[config.mk]
export PLATFORM = sky130hd
export DESIGN_NAME = prio_encoder_q
export DESIGN_NICKNAME = d
export VERILOG_FILES = /design/src/rtl/prio_encoder_q.sv
export SDC_FILE = /design/constraint.sdc
export NUM_CORES = 1
export LEC_CHECK = 0
export CAP_MARGIN = 20
export CORE_AREA = 2 2 69 45
export DETAILED_ROUTE_END_ITERATION = 6
export DIE_AREA = 0 0 71 47
export GPL_ROUTABILITY_DRIVEN = 0
export GPL_TIMING_DRIVEN = 0
export PLACE_DENSITY_LB_ADDON = 0.2
export SYNTH_ARGS = -nofsm -noshare
export SYNTH_HDL_FRONTEND = slang
export SYNTH_SLANG_ARGS = --single-unit
[constraint.sdc]
create_clock -name clk -period 2.9 [get_ports clk]
set_input_delay 0.87 -clock clk [delete_from_list [all_inputs] [get_ports clk]]
set_output_delay 0.87 -clock clk [all_outputs]
set_load 0.01 [all_outputs]
[src/rtl/prio_encoder_q.sv]
// rtl/prio_encoder_q.sv - registered priority encoder with pending-request capture and ack
// Arbitration: fixed highest-index by default, round-robin when ROUND_ROBIN_EN is defined.
module prio_encoder_q #(
  parameter int WIDTH = 16,
  parameter int ZW    = 4
) (
  input  logic             clk,
  input  logic             rst_n,
  input  logic             EI,
  input  logic [WIDTH-1:0] I,
  input  logic             ack,
  output logic [ZW-1:0]    Z,
  output logic             GS,
  output logic             EO
);

  logic [WIDTH-1:0] p;
  logic [WIDTH-1:0] pn;
  logic [WIDTH-1:0] set;
  logic [WIDTH-1:0] clr;
  logic             accept;
  logic             found;
  logic [ZW-1:0]    sel;

`ifdef ROUND_ROBIN_EN
  logic [ZW-1:0]    ptr;
  logic [ZW-1:0]    ptr_n;
`endif

  always_comb begin
    accept = ack & ~GS & ~EI;
    clr    = '0;
    if (accept) clr[Z] = 1'b1;
    set    = EI ? '0 : ~I;
    // set is ORed last so a re-request on the acked bit keeps it pending
    pn     = (p & ~clr) | set;
    found  = 1'b0;
    sel    = '0;
`ifdef ROUND_ROBIN_EN
    ptr_n  = accept ? Z : ptr;
    // walk downward from ptr_n-1; modulo-2^ZW subtraction gives the wrap to WIDTH-1
    for (int k = 1; k <= WIDTH; k++) begin
      if (!found && pn[ptr_n - ZW'(k)]) begin
        found = 1'b1;
        sel   = ptr_n - ZW'(k);
      end
    end
`else
    for (int i = 0; i < WIDTH; i++) begin
      if (pn[i]) begin
        found = 1'b1;
        sel   = ZW'(i);
      end
    end
`endif
  end

  always_ff @(posedge clk) begin
    if (!rst_n) begin
      p  <= '0;
      Z  <= '0;
      GS <= 1'b1;
      EO <= 1'b1;
`ifdef ROUND_ROBIN_EN
      ptr <= '0;
`endif
    end else begin
      p <= pn;
`ifdef ROUND_ROBIN_EN
      ptr <= ptr_n;
`endif
      if (EI) begin
        Z  <= '0;
        GS <= 1'b1;
        EO <= 1'b1;
      end else if (found) begin
        Z  <= sel;
        GS <= 1'b0;
        EO <= 1'b1;
      end else begin
        Z  <= '0;
        GS <= 1'b1;
        EO <= 1'b0;
      end
    end
  end

endmodule

Word-level counts from Yosys, hierarchy flattened. Cells that the tools add are included.

Register bits: 22. Bits of input ports: 20. Logic and storage cells: 56.

$lt $le $gt $ge: 2. Muxes and demuxes: 37. Bitwise gates (word level): 10. Reduce and logical (&&, ||, !) cells: 3.

Operator list (count): $mux 4 (14); $mux 16 (2); $not 16->16 (2); $mux 1 (20); $and 16x16->16 (1); $or 16x16->16 (1); $lt 4x5->1 const B (1); $demux 1 s4 (1); $ge 4x1->1 const B (1); $not 1->1 (4); $reduce_or 3->1 (1); $and 1x1->1 (2); $reduce_or 2->1 (1); $logic_and 1x1->1 (1).

Depth between registers and ports, before layout. Gate-level depths: netlist of the first run.

Word-level depth: 26. Gate-level depth with buffers: 8. Depth with buffers taken out: 6.

Worst setup path after synthesis of the first run. OpenSTA, ideal clock, no wires.

Path kind: input to register. From: input port EI. To: register Z[0]. Arrival: 2.436 ns. Path slack: 0.350 ns. Stages: 7. Path buffers: 1. Cells stage by stage: or4b_1 -> buf_2 -> o32ai_1 -> o211ai_1 -> a311oi_1 -> a211oi_2 -> o21a_1.

Cells in the longest elaborated chain, start to end: 24. Elaborated cells between the ends (all ways): 40. Those cells by class: mux: 33; bitwise: 6; reduce/logical: 1.

Ends and longest elaborated chain: from (decl) (line 9) `input logic EI,`; $not 1->1 (line 31) `accept = ack & ~GS & ~EI;`; $and 1x1->1 (line 31); $mux 16 (line 33) `if (accept) clr[Z] = 1'b1;`; $not 16->16 (line 36) `pn = (p & ~clr) | set;`; $and 16x16->16 (line 36); $or 16x16->16 (line 36); $mux 1 (16 in series) (line 50) `if (pn[i]) begin`; $not 1->1 (no line); $reduce_or 3->1 (no line); to (signal assigned) (line 77) `Z <= sel;`; to (decl) (line 12) `output logic [ZW-1:0] Z,`.

Parallel ways exist; a longest one is shown, timed or not. A chain may end at the register's enable or synchronous reset.

Worst setup path after layout of the first run. Ends and elaborated chain as after synthesis.

==> impl_metrics.tcl, run 1 <==
set metrics [dict create \
    postCtsSetupBuffers 0 \
    synth_most_common_cell "nor2_1" \
    synth_top_family_by_area "compound AO/OA/AOI/OAI gates" \
    synthArstFlopShare_pct 0 \
    synthSimpleGateAreaFrac_pct 27.4 \
    dieArea_sq_um 3340 \
    wl_per_cell_um 17.2 \
    rsz0062_at_grt "false" \
    area_delta_synth_final_pct 31.8 \
    drv_cap 0 \
    die_x_um 71 \
    hold_viol_final 0 \
    start_util_pct 47.8 \
    io_buffers 25 \
    yosysSeqAreaShare_pct 33.8 \
    power_w 0.000746 \
    rows 15 \
    instances_no_fill 232 \
    design_area_sq_um 1720 \
    hold-path-endpoint "p[13]" \
    synth-xor-area-share_pct 0 \
    vias 1412 \
    peakVddDrop_v 0.000311 \
    final_antenna_net_count 0 \
    synth_cell_types 48 \
    synth_mux_area_share_pct 1.54 \
    fp.dieH_um 47 \
    fin_nets 220 \
    yosys.area_share.adder_pct 0 \
    place.detailed.hpwl_um 2830 \
    r2r_start "Z[2]" \
    synth_edf_count 0 \
    p_per_area_nw_per_um2 435 \
    crit_type "input pin to flop" \
    finalSetupViolCount 0 \
    grt_overflow_total 0 \
    via_per_inst 6.09 \
    antennaDiodeCount 0 \
    dr.pass1.iters 4 \
    timing.rr.end "Z[0]" \
    grt_max_degree 12 \
    synthTopCellsByArea "dfxtp_1, a21oi_1, nor2_1" \
    clk_pin_slew_ns 0.08 \
    cts_tree "done" \
    slew_headroom_pct 60.5 \
    synthesis.area_sq_um 1300 \
    worstSkewPairLatency_ns 0.26 \
    place_area_sq_um 1590 \
    report.final.slew_viol_count 0 \
    min_path_cells 2 \
    crit_arrival_ns 2.89 \
    synth_area_per_cell_sq_um 7.65 \
    power_leakage_nw 0.640 \
    synth-seq-cells 22 \
    slowest_stage "nor4_4" \
    synth_top_cell_area_share_pct 33.8 \
    cts_sinks 22 \
    synth-compound-area-share_pct 31.3 \
    htreeDepth 1 \
    boundaryPins 26 \
    antenna_found_initial 0 \
    cp-start-kind "input pin" \
    ctsHoldBuffers 0 \
    tightest_slew_ns 0.593 \
    crit_buf_inv 2 \
    core_sq_um 2720 \
    grt_pass1_wl_um 5930 \
    path_delay_family "simple AND/OR/NAND/NOR gates" \
    wirelength_um 3980 \
    worst_setup_path_end_kind "flop" \
    slowest_delay_ns 0.38 \
    path_max_fanout 10 \
    grt_pass1_vias 1199 \
    drc 0 \
    synth.net_count 190 \
    status "finished, final reports clean" \
    synth_warnings 0 \
    fin_crit_sh_pct 94.4 \
    synthCells 170 \
    synth_area_leader_cell "dfxtp_1" \
    hold_path_class "flop to flop" \
    r2r_setup_slack_ns 0.20 \
    required_ns 3.06 \
    synth_ff_type "dfxtp_1" \
    cp_cell_sequence "dlygate4sd2_1 -> nand4bb_1 -> clkbuf_1 -> o22ai_1 -> nand3_1 -> nor4_4 -> a31oi_1 -> o21a_1" \
    min_from "p[13]" \
    grtUsageTotal_pct 23.7 \
    startpoint "EI" \
    drtIter0Drc 89 \
    drive_gt1_share_pct 8.08 \
    fmax_mhz 365 \
    fin_worst_skew_ns 0.00321 \
    min_period_ns 2.74 \
    reg2regPathDepth 8 \
    n_fill_cell 230 \
    clock_path_buffers 2 \
    fin_setup_tns_ns 0 \
    dp.cells 229 \
    synthTopCellsByCount "nor2_1, dfxtp_1, a21oi_1" \
    cts_made_buffers 3 \
    root_buffer "clkbuf_8" \
]
-- routing by layer --
| layer | GRT usage [%] | wire length, um | vias to the layer above |
|---|---|---|---|
| met5 | 0 | 0 | - |
| met1 | 35.1 | 1860 | 649 |
| met4 | 4.53 | 27 | 0 |
| li1 | - | - | 685 |
| met2 | 35.3 | 1700 | 74 |
| met3 | 6.01 | 393 | 4 |
-- through the flow --
step                      hold slack, ns  utilization [%]  setup slack, ns
final                              0.506             63.0            0.162
after global routing               0.524             63.0           0.0526
after CTS                          0.498             61.5          0.00282
after detailed placement           0.486             58.6           -0.390
after global placement             0.482             58.6           -0.347
after floorplan                    0.458                -            0.350
-- tightest hold or removal path, stage by stage (launching register included) --
cell and delay (ns):
dfxtp_1 0.35, nand2_1 0.06, a21oi_1 0.05
-- cell families after synthesis --
family,Yosys count
and+or+nand+nor,67
AOI/OAI and AO/OA,59
DFF,22
buffers and inverters,20
muxes,2
-- timing repair --
| action | CTS | global route |
|---|---|---|
| resized for setup | 7 | 8 |
| setup endpoints to repair | 2 | 2 |
| gates cloned | 0 | 0 |
| pin swaps | 0 | 3 |
-- report_power, final --
group | leakage, nW | internal [W] | switching (W)
clock | 0.0216 | 0.0000928 | 0.0000967
sequential | 0.183 | 0.000325 | 0.0000213
combinational | 0.436 | 0.0000938 | 0.000116
total | 0.640 | 0.000512 | 0.000234
-- registers in the layout (all words and copies together), names as in the netlist --
register	flops
EO	1
GS	1
Z	4
p	16
-- placed cells by master (no fill, tap or decap), types with 2 or more instances in the layout --
master           synthesis  routed
inv_1                   10      10
dfxtp_1                 22      22
clkbuf_1                 7       6
nand2b_1                 2       2
mux2i_1                  2       2
nand3_1                  5       5
o21bai_1                 2       2
a41oi_1                  3       3
o31a_1                   2       2
o22ai_1                  4       4
nor3_1                   2       2
clkbuf_8                 0       3
o32ai_4                  0       2
o21ai_1                  3       3
o211ai_1                 3       3
o21ai_0                  4       4
a21o_1                   2       2
nand3b_1                 2       2
nand2_1                 14      14
nor2_1                  24      24
or3_1                    3       3
and2_1                   5       5
a21oi_1                 18      18
clkdlybuf4s50_1          0      23
o31ai_1                  3       2
-- final cells by class --
type	count	area, sq um	area share, %
clock buffer	3	41.3	2.41
inverter	10	37.5	2.19
multi-input combinational	128	855	49.8
tap	34	42.5	2.48
buffer	10	47.5	2.77
sequential	22	440	25.7
timing repair buffer	25	251	14.7
-- worst max path at each step --
stage / to / cells past startpoint
6_report: Z[0] / 8
3_3_place_gp: Z[0] / 8
4_1_cts: Z[0] / 8
5_1_grt: Z[0] / 8
2_1_floorplan: Z[0] / 7
3_5_place_dp: Z[0] / 8
Power figures use the tool's default switching activity.
==> run 2: changes to the inputs <==
ABC_AREA = 1   (was default)
CORE_AREA = 2 2 66 43   (was 2 2 69 45)
CTS_CLUSTER_DIAMETER = 120   (was default)
DIE_AREA = 0 0 68 45   (was 0 0 71 47)
TNS_END_PERCENT = 100   (was default)
==> impl_metrics.tcl, run 2 <==
set metrics [dict create \
    status "finished, final reports clean" \
    fin_worst_skew_ns 0.00409 \
    hold_path_class "flop to flop" \
    crit_arrival_ns 2.81 \
    report.final.slew_viol_count 0 \
    wirelength_um 2590 \
    synthTopCellsByArea "dfxtp_1, nand2_1, nor2_1" \
    drv_cap 0 \
    htreeDepth 1 \
    synth_cell_types 26 \
    min_path_cells 2 \
    reg2regPathDepth 9 \
    netSwitchingFraction_pct 27.4 \
    area_delta_synth_final_pct 30.1 \
    cts_tree "done" \
    cp-start-kind "input pin" \
    synthCells 154 \
    die_x_um 68 \
    place.detailed.hpwl_um 2100 \
    final_cell_mix "nand2_1, nor2_1, clkdlybuf4s50_1" \
    min_period_ns 2.66 \
    antenna_found_initial 0 \
    fin_nets 203 \
    design_area_sq_um 1450 \
    peakVddDrop_v 0.000336 \
    cts_sinks 22 \
    synthArstFlopShare_pct 0 \
    hold_viol_final 0 \
    path_max_fanout 10 \
    clkPwrFrac_pct 31.8 \
    via_per_inst 4.97 \
    grt_max_degree 13 \
    finalSetupViolCount 0 \
    worst_setup_path_end_kind "flop" \
    utilization_pct 59.9 \
    clk_pin_slew_ns 0.08 \
    synth.net_count 174 \
    core_sq_um 2420 \
    power_leakage_nw 0.616 \
    place_area_sq_um 1390 \
    timing.rr.end "Z[1]" \
    drive_gt1_share_pct 17.6 \
    synth_most_common_cell "nand2_1" \
    final_antenna_net_count 0 \
    synthesis.area_sq_um 1110 \
    r2r_start "Z[3]" \
    drc 0 \
    min_from "p[1]" \
    largest_register_ffs 16 \
    ctsHoldBuffers 0 \
    wl_per_cell_um 12.1 \
    antennaDiodeCount 0 \
    sequentialPowerShare_pct 47.7 \
    synthTopCellsByCount "nand2_1, nor2_1, dfxtp_1" \
    switchingPower_w 0.000191 \
    clock_path_buffers 2 \
    synth_area_per_cell_sq_um 7.23 \
    cts_made_buffers 3 \
    comb_power_share_pct 20.5 \
    boundaryPins 26 \
    synth_area_leader_cell "dfxtp_1" \
    synth_ff_type "dfxtp_1" \
    slew_headroom_pct 70.0 \
    yosysSeqAreaShare_pct 39.6 \
    largest-register "p" \
    synth_edf_count 0 \
    dr.pass1.iters 4 \
    tightest_slew_ns 0.451 \
    root_buffer "clkbuf_8" \
    synth_top_cell_area_share_pct 39.6 \
    p_per_area_nw_per_um2 482 \
    power_w 0.000698 \
    r2r_setup_slack_ns 0.99 \
    fin_setup_tns_ns 0 \
    grt_pass1_vias 981 \
    synth_warnings 0 \
    start_util_pct 46.1 \
    fin_crit_sh_pct 91.6 \
    worstSkewPairLatency_ns 0.27 \
    layout_commonest_cell "nand2_1" \
    drtIter0Drc 78 \
    grtUsageTotal_pct 19.9 \
    rsz0062_at_grt "false" \
    postCtsSetupBuffers 0 \
    largestRegisters "p: 16 flops, Z: 4 flops" \
    io_buffers 24 \
    vias 1064 \
    dieArea_sq_um 3060 \
    synth-seq-cells 22 \
    rows 14 \
    required_ns 3.05 \
    grt_pass1_wl_um 4380 \
    fp.dieH_um 45 \
    fmax_mhz 376 \
    hold-path-endpoint "p[1]" \
    crit_type "input pin to flop" \
    power.internal_w 0.000507 \
    post_cts_resized 0 \
    grt_overflow_total 0 \
]
run 2: kinds of logic after synthesis:
family / synth area share (%)
DFF: 39.6
and+or+nand+nor: 39.6
buffers and inverters: 6.29
AOI/OAI and AO/OA: 14.6
run 2: critical path, cell delays in order:
cell	delay [ns]
clkdlybuf4s50_1	0.51
nand2_2	0.10
nor2_8	0.17
nand2_2	0.08
inv_2	0.06
nand2_1	0.06
a21oi_2	0.19
nand2_1	0.16
nor4_4	0.30
nand2_1	0.11
nand3_2	0.12
a31oi_1	0.05
run 2: worst max-delay path by stage:
stage | start | end | slack [ns] | cells past startpoint
after floorplan | EI | Z[1] | 0.71 | 9
after global placement | ack | Z[1] | 0.02 | 12
after CTS | ack | Z[1] | 0.25 | 12
final | ack | Z[1] | 0.24 | 12
after detailed placement | ack | Z[1] | -0.02 | 12
after global routing | ack | Z[1] | 0.1 | 12
run 2: layout make-up:
class                           instances  area, sq um
Fill cell                             229          968
Multi-Input combinational cell        116          603
Sequential cell                        22          440
Timing Repair Buffer                   24          240
Clock buffer                            4         55.1
Inverter                               13         50.0
Tap cell                               32         40.0
Buffer                                  3         20.0
run 2: power groups by stage:
stage                     registers, W  clock network [W]  logic [W]
after floorplan               0.000340                  0  0.0000871
after global placement        0.000339                  0   0.000139
after detailed placement      0.000340                  0   0.000142
after CTS                     0.000333           0.000227   0.000143
after global routing          0.000336           0.000239   0.000158
final                         0.000333           0.000222   0.000143
run 2: metrics by stage:
step           std cells  setup slack, ns  hold slack (ns)
2_1_floorplan        154            0.712            0.446
3_3_place_gp         210           0.0178            0.456
3_5_place_dp         210          -0.0205            0.483
4_1_cts              214            0.247            0.500
5_1_grt              214           0.0973            0.525
6_report             214            0.243            0.498
run 2: routing by layer:
metal / GRT usage (%) / wire length, um / vias to the layer above
li1: - / - / 544
met1: 26.9 / 1240 / 476
met2: 31.5 / 1120 / 39
met3: 4.49 / 205 / 5
met4: 7.20 / 24 / 0
met5: 0 / 0 / -
==> variant, RTL diff (config.mk and constraints of run 2) <==
Change the parameter `ZW` from 4 to 8.
--- a/src/rtl/prio_encoder_q.sv
+++ b/src/rtl/prio_encoder_q.sv
@@ -2,7 +2,7 @@
 // Arbitration: fixed highest-index by default, round-robin when ROUND_ROBIN_EN is defined.
 module prio_encoder_q #(
   parameter int WIDTH = 16,
-  parameter int ZW    = 4
+  parameter int ZW    = 8
 ) (
   input  logic             clk,
   input  logic             rst_n,
Ports: changed (resized Z); port bits go from 26 to 30. The function was not compared with the original's and may differ.
==> variant against run 2 <==
  * Power shrank 5.4%
  * Sequential cell count is the same
  * Final cell count grew 3.3%
  * Worst setup slack gained 6.5 ps
  * Global-route usage shrank 0.43 points
  * Clock skew shrank 1.9 ps
  * Cell area shrank 0.17%
  * Synthesized cell count grew 3.2%
  * Area after synthesis is the same
  * Wire length shrank 2.9%
  * Critical path type unchanged
  * Largest power group unchanged
==> variant: results (changes against run 2) <==
| Metric | Value |
|---|---|
| Run status | `complete, no violations` |
| Worst r2r path cells | `11 (+2)` |
| Worst EP arrival | `2790 ps (-20 ps)` |
| Layout cells sized above 1 | `15.3% (-2.2 points)` |
| Final non-filler cell area | `0.00145 mm² (-0.17%)` |
| Largest net degree at the start of global routing | `12 (-1)` |
| Count of placed standard cells in the final layout, fillers left out | `221 (+3.3%)` |
| Register-to-register setup slack | `910 ps (-80 ps)` |
| Top area cells in the synthesized netlist | `sky130_fd_sc_hd__dfxtp_1 40%, sky130_fd_sc_hd__nor2_1 14%, sky130_fd_sc_hd__nand2_1 12%` |
| Starting DRC count in detailed routing | `60 (-23%)` |
| Launch instance of the worst register-to-register path | `Z[2]` |
| Worst setup slack after placement | `-1.24 ps (+19.3 ps)` |
| DP Wirelength | `1960 µm (-6.5%)` |
| Met2 global-route usage | `30.3% (-1.2 points)` |
| NumNets Final | `211 (+3.9%)` |
| Clock tree cell share of total cell area | `2.85% (-0.94 points)` |
| Synth Area in Compound Gates | `11.7% (-2.9 points)` |
| Via count | `1024 (-3.8%)` |
| Final sequential cell count | `22 (unchanged)` |
| Total track usage | `19.5% (-0.43 points)` |
| Post-synth cell types | `27 (+3.8%)` |
| Met3 Use GR | `5.49% (+1.0 points)` |
| Max Clk Rate | `377 MHz (+0.25%)` |
| IR Drop Worst-Case VDD | `0.000374 V (+11%)` |
| Clk_buf instances | `3 (-1)` |
| Number of instances on the worst hold path | `2 (unchanged)` |
| Mean post-synth cell area | `7.00 µm² (-3.1%)` |
| Area of the multi-input gates | `588 µm² (-2.5%)` |
| Worst Hold End | `p[5]` |
| Worst Hold Margin | `501 ps (+2.97 ps)` |
| Global-route wire length before repair | `4350 µm (-0.78%)` |
| Detailed Route WL | `2520 µm (-2.9%)` |
| Hold buffers post-CTS | `0 (unchanged)` |
| Data buffer area share | `20.1% (+2.1 points)` |
| Largest fanout on the critical path | `5 (-5)` |
| Adder-cell share of the synthesized area | `0% (unchanged)` |
| Buffers, non-clock | `31 (+15%)` |
| Top post-synthesis cells by count | `43 x sky130_fd_sc_hd__nor2_1, 35 x sky130_fd_sc_hd__nand2_1, 22 x sky130_fd_sc_hd__dfxtp_1` |
| Final-layout fill cell count | `226 (-1.3%)` |
| Number of buffers inserted by post-CTS setup repair | `0 (unchanged)` |
| Max Clock Skew | `2.23 ps (-1.86 ps)` |
| Routed met3 length | `192 µm (-6.3%)` |
| Vias in the first global route | `976 (-0.51%)` |
| Hold wc startpoint | `p[5]` |
| Static leakage power | `0.621 nW (+0.92%)` |
| Multi-In Gates | `121 (+4.3%)` |
| Non-clock inverter count | `12 (-1)` |
| Met1 global-route usage | `27.3% (+0.47 points)` |
| Total routed wire length on the met1 layer | `1230 µm (-0.32%)` |
| First drt pass iteration count | `4 (unchanged)` |
[variant: cell types whose count changed after synthesis, sizes merged, moves of 3 or more]
cell,change
buf,+4
nand2,-4
nor2,+8
nor3,+3
[variant: cells by family after synthesis]
family | after synthesis
and+or+nand+nor | 97
DFF | 22
AOI/OAI and AO/OA | 20
other | 1
buffers and inverters | 19
[variant: report_power, final]
| part | leakage [nW] | internal [W] | switching (W) |
|---|---|---|---|
| registers | 0.182 | 0.000322 | 0.00000991 |
| clock network | 0.0216 | 0.0000926 | 0.0000922 |
| logic | 0.417 | 0.0000650 | 0.0000795 |
| total | 0.621 | 0.000479 | 0.000182 |
[variant: worst max-delay path by stage]
stage	endpoint	cells past startpoint
final	Z[1]	12
after global routing	Z[0]	18
after floorplan	Z[1]	13
after global placement	Z[1]	12
after detailed placement	Z[1]	12
after CTS	Z[1]	12
[variant: critical path: cells and delay by family]
kind	cells	cell delay (ps)
simple gates	8	1050
buf+inv	2	580
compound gates	2	270
